--- src/rtl/mux_gate_pkg.sv ---
// Shared opcode definitions for the mux_gate_pipe block and its bench.
// Used by mux_gate_bit, mux_gate_pipe and tb_mux_gate_pipe.
package mux_gate_pkg;

    localparam int OP_W = 3;

    typedef enum logic [OP_W-1:0] {
        OP_AND  = 3'd0,
        OP_OR   = 3'd1,
        OP_NAND = 3'd2,
        OP_NOR  = 3'd3,
        OP_XOR  = 3'd4,
        OP_XNOR = 3'd5,
        OP_NOT  = 3'd6,
        OP_BUF  = 3'd7
    } gate_op_e;

endpackage

--- src/rtl/mux_gate_bit.sv ---
// One result bit of the gate, built purely from 2:1 multiplexers.
// Operand a steers each leaf between constants, b and ~b; op then picks a leaf.
module mux_gate_bit
    import mux_gate_pkg::*;
(
    input  logic            a,
    input  logic            b,
    input  logic [OP_W-1:0] op,
    output logic            y
);

    logic       b_n;
    logic [7:0] leaf;
    logic [3:0] lvl1;
    logic [1:0] lvl2;

    assign b_n = ~b;

    // Leaf index equals the opcode value (AND, OR, NAND, NOR, XOR, XNOR, NOT, BUF).
    assign leaf[0] = a ? b    : 1'b0;
    assign leaf[1] = a ? 1'b1 : b;
    assign leaf[2] = a ? b_n  : 1'b1;
    assign leaf[3] = a ? 1'b0 : b_n;
    assign leaf[4] = a ? b_n  : b;
    assign leaf[5] = a ? b    : b_n;
    assign leaf[6] = a ? 1'b0 : 1'b1;
    assign leaf[7] = a ? 1'b1 : 1'b0;

    assign lvl1[0] = op[0] ? leaf[1] : leaf[0];
    assign lvl1[1] = op[0] ? leaf[3] : leaf[2];
    assign lvl1[2] = op[0] ? leaf[5] : leaf[4];
    assign lvl1[3] = op[0] ? leaf[7] : leaf[6];

    assign lvl2[0] = op[1] ? lvl1[1] : lvl1[0];
    assign lvl2[1] = op[1] ? lvl1[3] : lvl1[2];

    assign y = op[2] ? lvl2[1] : lvl2[0];

endmodule

--- src/rtl/mux_gate_pipe.sv ---
// Two-stage valid/ready pipeline applying a bitwise gate selected by op.
// Optional MUX_GATE_PIPE_STATS_EN adds a saturating output-handshake counter txn_count.
module mux_gate_pipe #(
    parameter int WIDTH = 8,
    parameter int OP_W  = 3
) (
    input  logic             clk,
    input  logic             rst_n,
    input  logic             in_valid,
    output logic             in_ready,
    input  logic [WIDTH-1:0] a,
    input  logic [WIDTH-1:0] b,
    input  logic [OP_W-1:0]  op,
    output logic             out_valid,
    input  logic             out_ready,
    output logic [WIDTH-1:0] y,
    output logic [OP_W-1:0]  y_op
`ifdef MUX_GATE_PIPE_STATS_EN
    ,
    output logic [15:0]      txn_count
`endif
);

    if (OP_W != mux_gate_pkg::OP_W) begin : g_op_w_check
        $error("mux_gate_pipe: OP_W must be 3");
    end

    if (WIDTH < 1 || WIDTH > 64) begin : g_width_check
        $error("mux_gate_pipe: WIDTH must be in 1..64");
    end

    logic             s1_valid;
    logic [WIDTH-1:0] s1_a;
    logic [WIDTH-1:0] s1_b;
    logic [OP_W-1:0]  s1_op;
    logic             s2_valid;
    logic             s1_ready;
    logic             s2_ready;
    logic [WIDTH-1:0] gate_y;

    // Handshake: a transfer happens on a rising edge where valid && ready; valid
    // never waits on ready, and ready is formed from downstream state only.
    assign s2_ready  = !s2_valid || out_ready;
    assign s1_ready  = !s1_valid || s2_ready;
    assign in_ready  = !s1_valid || (!s2_valid || out_ready);
    assign out_valid = s2_valid;

    always_ff @(posedge clk or negedge rst_n) begin
        if (!rst_n) begin
            s1_valid <= 1'b0;
            s1_a     <= '0;
            s1_b     <= '0;
            s1_op    <= '0;
        end else if (s1_ready) begin
            s1_valid <= in_valid;
            if (in_valid) begin
                s1_a  <= a;
                s1_b  <= b;
                s1_op <= op;
            end
        end
    end

    for (genvar i = 0; i < WIDTH; i++) begin : g_bit
        mux_gate_bit u_bit (
            .a  (s1_a[i]),
            .b  (s1_b[i]),
            .op (s1_op),
            .y  (gate_y[i])
        );
    end

    always_ff @(posedge clk or negedge rst_n) begin
        if (!rst_n) begin
            s2_valid <= 1'b0;
            y        <= '0;
            y_op     <= '0;
        end else if (s2_ready) begin
            s2_valid <= s1_valid;
            if (s1_valid) begin
                y    <= gate_y;
                y_op <= s1_op;
            end
        end
    end

`ifdef MUX_GATE_PIPE_STATS_EN
    always_ff @(posedge clk or negedge rst_n) begin
        if (!rst_n) begin
            txn_count <= '0;
        end else if (s2_valid && out_ready && txn_count != 16'hFFFF) begin
            txn_count <= txn_count + 16'd1;
        end
    end
`endif

endmodule
--- config.mk ---
export PLATFORM = sky130hd
export DESIGN_NAME = mux_gate_pipe
export DESIGN_NICKNAME = d
export VERILOG_FILES = /design/src/rtl/mux_gate_pkg.sv /design/src/rtl/mux_gate_bit.sv /design/src/rtl/mux_gate_pipe.sv
export SDC_FILE = /design/constraint.sdc
export NUM_CORES = 1
export LEC_CHECK = 0
export BUFFER_PORTS_ARGS = -buffer_cell sky130_fd_sc_hd__buf_2
export CAP_MARGIN = 10
export CORE_MARGIN = 1.5
export CORE_UTILIZATION = 46
export CTS_CLUSTER_SIZE = 40
export DETAILED_ROUTE_END_ITERATION = 10
export PLACE_DENSITY = 0.64
export SLEW_MARGIN = 30
export SYNTH_ARGS = -nofsm -noshare
export SYNTH_HDL_FRONTEND = slang
export SYNTH_HIERARCHICAL = 1
export SYNTH_SLANG_ARGS = --single-unit
--- constraint.sdc ---
create_clock -name clk -period 1.9 [get_ports clk]
set_input_delay 0.285 -clock clk [delete_from_list [all_inputs] [get_ports clk]]
set_output_delay 0.285 -clock clk [all_outputs]
set_load 0.01 [all_outputs]
==> results of run 1 <==
[state kept, by name (all words and copies together), names as in the netlist]
| name | flops |
|---|---|
| out_valid | 1 |
| s1_a | 8 |
| s1_b | 8 |
| s1_op | 3 |
| s1_valid | 1 |
| y | 8 |
| y_op | 3 |
[cells in the mapped netlist]
master,count
or2b_1,1
dfrtp_1,32
nand2_1,1
ha_1,32
nand2_8,1
nand2b_1,2
mux2_4,10
mux2_2,20
mux4_1,16
buf_6,1
mux2i_1,8
nand3b_4,1
inv_1,40
buf_12,1
[logic make-up (layout without fill, tap and decap cells)]
kind of cell               Yosys count  count (layout)
DFF                                 32              32
adders and majority gates           32              32
buffers and inverters               42              87
and+or+nand+nor                      6               6
muxes                               54              54
[through the flow]
step	worst slack (ns)	hold WS (ns)	utilization, %	std cells	total power, µW
2_1_floorplan	0.267	-0.0106	-	166	1600
4_1_cts	0.174	0.0883	55.8	278	2440
6_report	0.190	0.0597	55.8	278	2400
3_5_place_dp	0.195	0.400	53.9	270	1890
3_3_place_gp	0.240	0.383	53.9	270	1820
5_1_grt	0.0643	0.124	55.8	278	2590
[cell type report]
cell class	count	area share (%)
multi-input cells	92	50.2
flip-flops and latches	32	30.0
repair buffers	39	7.69
inverters	40	5.62
clock buffers	8	3.37
well taps	67	3.14
[critical path, stage by stage, from the launching register on]
cell and delay, ns:
dfrtp_1 0.42, inv_1 0.11, ha_1 0.30, inv_1 0.04
mux4_1 0.49, mux2i_1 0.13, mux2_2 0.16
[worst paths after layout]
check                               startpoint             endpoint  slack (ns)  cells past startpoint
max in group asynchronous                rst_n  s1_b[5]$_DFFE_PN0P_        1.37                      1
min reg2reg                y_op[0]$_DFFE_PN0P_  y_op[0]$_DFFE_PN0P_        0.50                      1
min in group clk                          b[2]  s1_b[2]$_DFFE_PN0P_        0.23                      2
min                                      rst_n     y[7]$_DFFE_PN0P_        0.06                      1
max                        s1_a[0]$_DFFE_PN0P_     y[0]$_DFFE_PN0P_        0.19                      6
max reg2reg                s1_a[0]$_DFFE_PN0P_     y[0]$_DFFE_PN0P_        0.19                      6
[cells in the final DEF (no fill, tap or decap), drive strengths merged]
cell type and instances:
inv 40, buf 39, ha 32, dfrtp 32
mux2 30, mux4 16, mux2i 8, clkbuf 8
nand2b 2, nand2 2, nand3b 1, or2b 1
[per-layer routing]
layer / up-vias / GRT usage, % / routed length, µm
met1: 680 / 19.0 / 1570
met3: 7 / 4.47 / 172
met2: 29 / 30.2 / 2170
li1: 658 / - / -
met5: - / 0 / 0
met4: 0 / 5.14 / 46
[report_power, final]
| group | total (µW) | internal [µW] | switching (µW) | leakage, µW |
|---|---|---|---|---|
| clock network | 541 | 295 | 246 | 0.0000455 |
| registers | 985 | 848 | 137 | 0.000372 |
| logic | 872 | 511 | 361 | 0.000990 |
| total | 2400 | 1650 | 745 | 0.00141 |
==> results.toml, run 1 <==
[sta]
rsz0062_at_grt = "false"
relSlewSlack_pct = 51.4
setup_viol_count_final = 0
fin_crit_ns = 1.71
fmax_ghz = 0.585
skew_ns = 0.00225
min_period_over_period_pct = 90.0
tightestPinTransition_ns = 0.729
finalMaxSlewViolations = 0
hold_viol = 0
tns_ns = 0

[logic_synthesis]
synthDistinctLibCells = 14
yosys.area_share.simple_pct = 2.75
yosysSeqAreaShare_pct = 34.5
synth_mux_area_share_pct = 37.7
syn_area_um2 = 2320
ys_warn_count = 6
syn_area_per_cell_um2 = 14.0
synth_top_family_by_area = "multiplexers"
syn_inst = 166
synth_top_area_cell = "dfrtp_1"
synth_nets = 221
synth.top_cell.area_share_pct = 34.5
synth_fa_ha_area_share_pct = 17.2
synth_area_leaders = "dfrtp_1 34%, mux4_1 18%, ha_1 17%"
synth_xor_xnor_area_share_pct = 0
synth_compound_area_share_pct = 0
synth_seq_cells = 32

[route]
dr_total_vias = 1374
drc_errors = 0
drt.antenna.violating_nets = 0
firstDrtPassIters = 4
drt_iter0_markers = 37
wl_per_cell_um = 14.3
avgViaCountPerCell = 4.94
routed_wl_mm = 3.96

[die]
rows = 25
core_area_um2 = 4790
die_h_um = 74.1
start_util_pct = 48.5
fp.dieArea_um2 = 5480
ios = 36
die_w_um = 74.1

[global_route]
grt_start_max_net_pins = 33
grt_usage_pct = 16.6
grt_pass1_wl_mm = 6.76
first_global_vias = 1483
grt_antenna_before_repair = 0
grt_overflow = 0

[run]
drv_cap = 0

[cts]
cts.htree.levels = 2
clkLatencyLatePin_ns = 0.28
numCtsBuffers = 5
clockBufferDepth = 2
clk_pin_slew_worst_paths_ns = 0.07
cts_sinks = 32
cts_root_buf = "clkbuf_8"
cts_resized = 0
cts_tree = "built"
cts.hold.buffers_added = 0
post_cts.repair.setup_buffers = 0

[worst_setup_path]
start_kind = "register"
worstPathArrival_ns = 1.93
critPathKind = "reg -> reg"
cp_max_fo = 5
cp.required_ns = 2.12
cp-end-kind = "register"

[placement]
io_buffers = 35
gp_congestion = 0.751
dp.final_hpwl_mm = 2.88
place_area_um2 = 2580

[cells_and_area]
n_fill_cell = 412
areaGrowthSynthToFinish_pct = 15.0
antenna_cells = 0
final_cell_area_um2 = 2670
nNetsFinal = 265
drive_above_1_share_pct = 36.5
multi_input_area_um2 = 1340
register_area_um2 = 801

[power_and_ir_drop]
powerDensity_nw_per_um2 = 898
leakagePower_uw = 0.00141
max-vdd-ir-drop_v = 0.000415

[status]
status = "finished clean"

[worst_hold_path]
hold_path.class = "in -> async"
Power figures use the tool's default switching activity.
==> inputs of run 2 (changes only) <==
CTS_BUF_LIST = sky130_fd_sc_hd__clkbuf_4 sky130_fd_sc_hd__clkbuf_8   (was not set)
==> run 2 against run 1 <==
Effect of this change: global-route usage barely moved; maximum frequency barely moved; critical path type unchanged; register-to-register slack barely moved; largest power group unchanged; sequential power barely moved.
==> results.toml, run 2 (synthesized netlist as in run 1, its figures left out) <==
[cells_and_area]
postLayoutCoreUtil_pct = 55.9
nNetsFinal = 265
areaGrowthSynthToFinish_pct = 15.3
final_cells = 278
antenna_cells = 0
drive_above_1_share_pct = 37.4
n_fill_cell = 409
layout_common_cells = "40 x inv_1, 35 x buf_2, 32 x ha_1, 32 x dfrtp_1, 20 x mux2_2"
reg.largest.list = "s1_a (8), s1_b (8), y (8)"
final_common_cell = "inv_1"

[placement]
place_inst = 270
io_buffers = 35
dp.final_hpwl_mm = 2.88
gp_congestion = 0.751

[worst_setup_path]
r2r-start = "s1_a[0]$_DFFE_PN0P_"
ff2ff_setup_slack_ns = 0.19
cpPeakStageDelay_ns = 0.49
critPathSlowestCell = "mux4_1"
path_common_cell = "inv_1"
reg2reg_depth = 6
r2r_end = "y[0]$_DFFE_PN0P_"
start_kind = "register"
cp_max_fo = 5
cp-end-kind = "register"
crit_start = "s1_a[0]$_DFFE_PN0P_"
crit_chain = "inv_1, ha_1, inv_1, mux4_1, mux2i_1, mux2_2"
worstPathArrival_ns = 1.93
cp.required_ns = 2.12
critPathKind = "reg -> reg"

[power_and_ir_drop]
powerDensity_nw_per_um2 = 908
total_power_uw = 2430
leakagePower_uw = 0.00141
max-vdd-ir-drop_v = 0.000391

[global_route]
grt_antenna_before_repair = 0
grt_start_max_net_pins = 33
grt_overflow = 0
grt_pass1_wl_mm = 6.76
first_global_vias = 1484
grt_usage_pct = 16.6

[die]
die_w_um = 74.1
ios = 36
core_area_um2 = 4790
rows = 25
start_util_pct = 48.5
fp.dieArea_um2 = 5480
die_h_um = 74.1

[sta]
tightestPinTransition_ns = 0.726
relSlewSlack_pct = 51.6
finalMaxSlewViolations = 0
fin_crit_ns = 1.71
tns_ns = 0
setup_viol_count_final = 0
rsz0062_at_grt = "false"
fmax_ghz = 0.584
hold_viol = 0
min_period_over_period_pct = 90.1
skew_ns = 0.00320

[cts]
cts.hold.buffers_added = 0
clockBufferDepth = 2
cts_root_buf = "clkbuf_8"
cts_tree = "built"
post_cts.repair.setup_buffers = 0
numCtsBuffers = 5
cts_sinks = 32
cts_resized = 0
clk_pin_slew_worst_paths_ns = 0.07
clkLatencyLatePin_ns = 0.28
cts.htree.levels = 2

[status]
status = "finished clean"

[route]
drt.antenna.violating_nets = 0
drt_iter0_markers = 39
avgViaCountPerCell = 4.95
routed_wl_mm = 3.98
firstDrtPassIters = 4
wl_per_cell_um = 14.3
drc_errors = 0
dr_total_vias = 1377

[worst_hold_path]
hold_path.class = "in -> async"

[run]
drv_cap = 0
## run 2: worst max path at each step
stage / to / slack [ns] / depth (start not counted)
after floorplan: y[0]$_DFFE_PN0P_ / 0.27 / 3
after global placement: y[4]$_DFFE_PN0P_ / 0.24 / 5
after global routing: y[1]$_DFFE_PN0P_ / 0.06 / 6
after detailed placement: y[4]$_DFFE_PN0P_ / 0.20 / 5
after CTS: y[7]$_DFFE_PN0P_ / 0.17 / 6
final: y[0]$_DFFE_PN0P_ / 0.19 / 6
## run 2: critical path: cells and delay by family, from the launching register on
family                   cells  cell delay, ns
adder cells (fa/ha/maj)      1            0.30
buffers and inverters        2            0.15
flip-flops                   1            0.42
multiplexers                 3            0.78
## run 2: report_power, final
part	switching, µW	internal, µW
sequential	138	848
combinational	361	511
clock	250	324
total	748	1680
## run 2: layout make-up
| cell class | count | area (µm²) | share of cell area, % |
|---|---|---|---|
| clock buffers | 8 | 97.6 | 3.64 |
| inverters | 40 | 150 | 5.61 |
| multi-input cells | 92 | 1340 | 50.0 |
| flip-flops and latches | 32 | 801 | 29.9 |
| well taps | 67 | 83.8 | 3.13 |
| repair buffers | 39 | 205 | 7.66 |
## run 2: stage by stage
| stage | hold WS [ns] | cell area (µm²) | worst slack [ns] |
|---|---|---|---|
| 6_report | 0.0558 | 2680 | 0.189 |
| 2_1_floorplan | -0.0106 | 2320 | 0.267 |
| 4_1_cts | 0.0869 | 2680 | 0.174 |
| 5_1_grt | 0.124 | 2680 | 0.0643 |
| 3_3_place_gp | 0.383 | 2580 | 0.240 |
| 3_5_place_dp | 0.400 | 2580 | 0.195 |
## run 2: layer usage
metal	track usage [%]	wire (µm)	up-vias
met5	0	0	-
li1	-	-	659
met3	4.07	171	9
met1	18.8	1580	680
met4	5.76	55	0
met2	30.3	2170	29
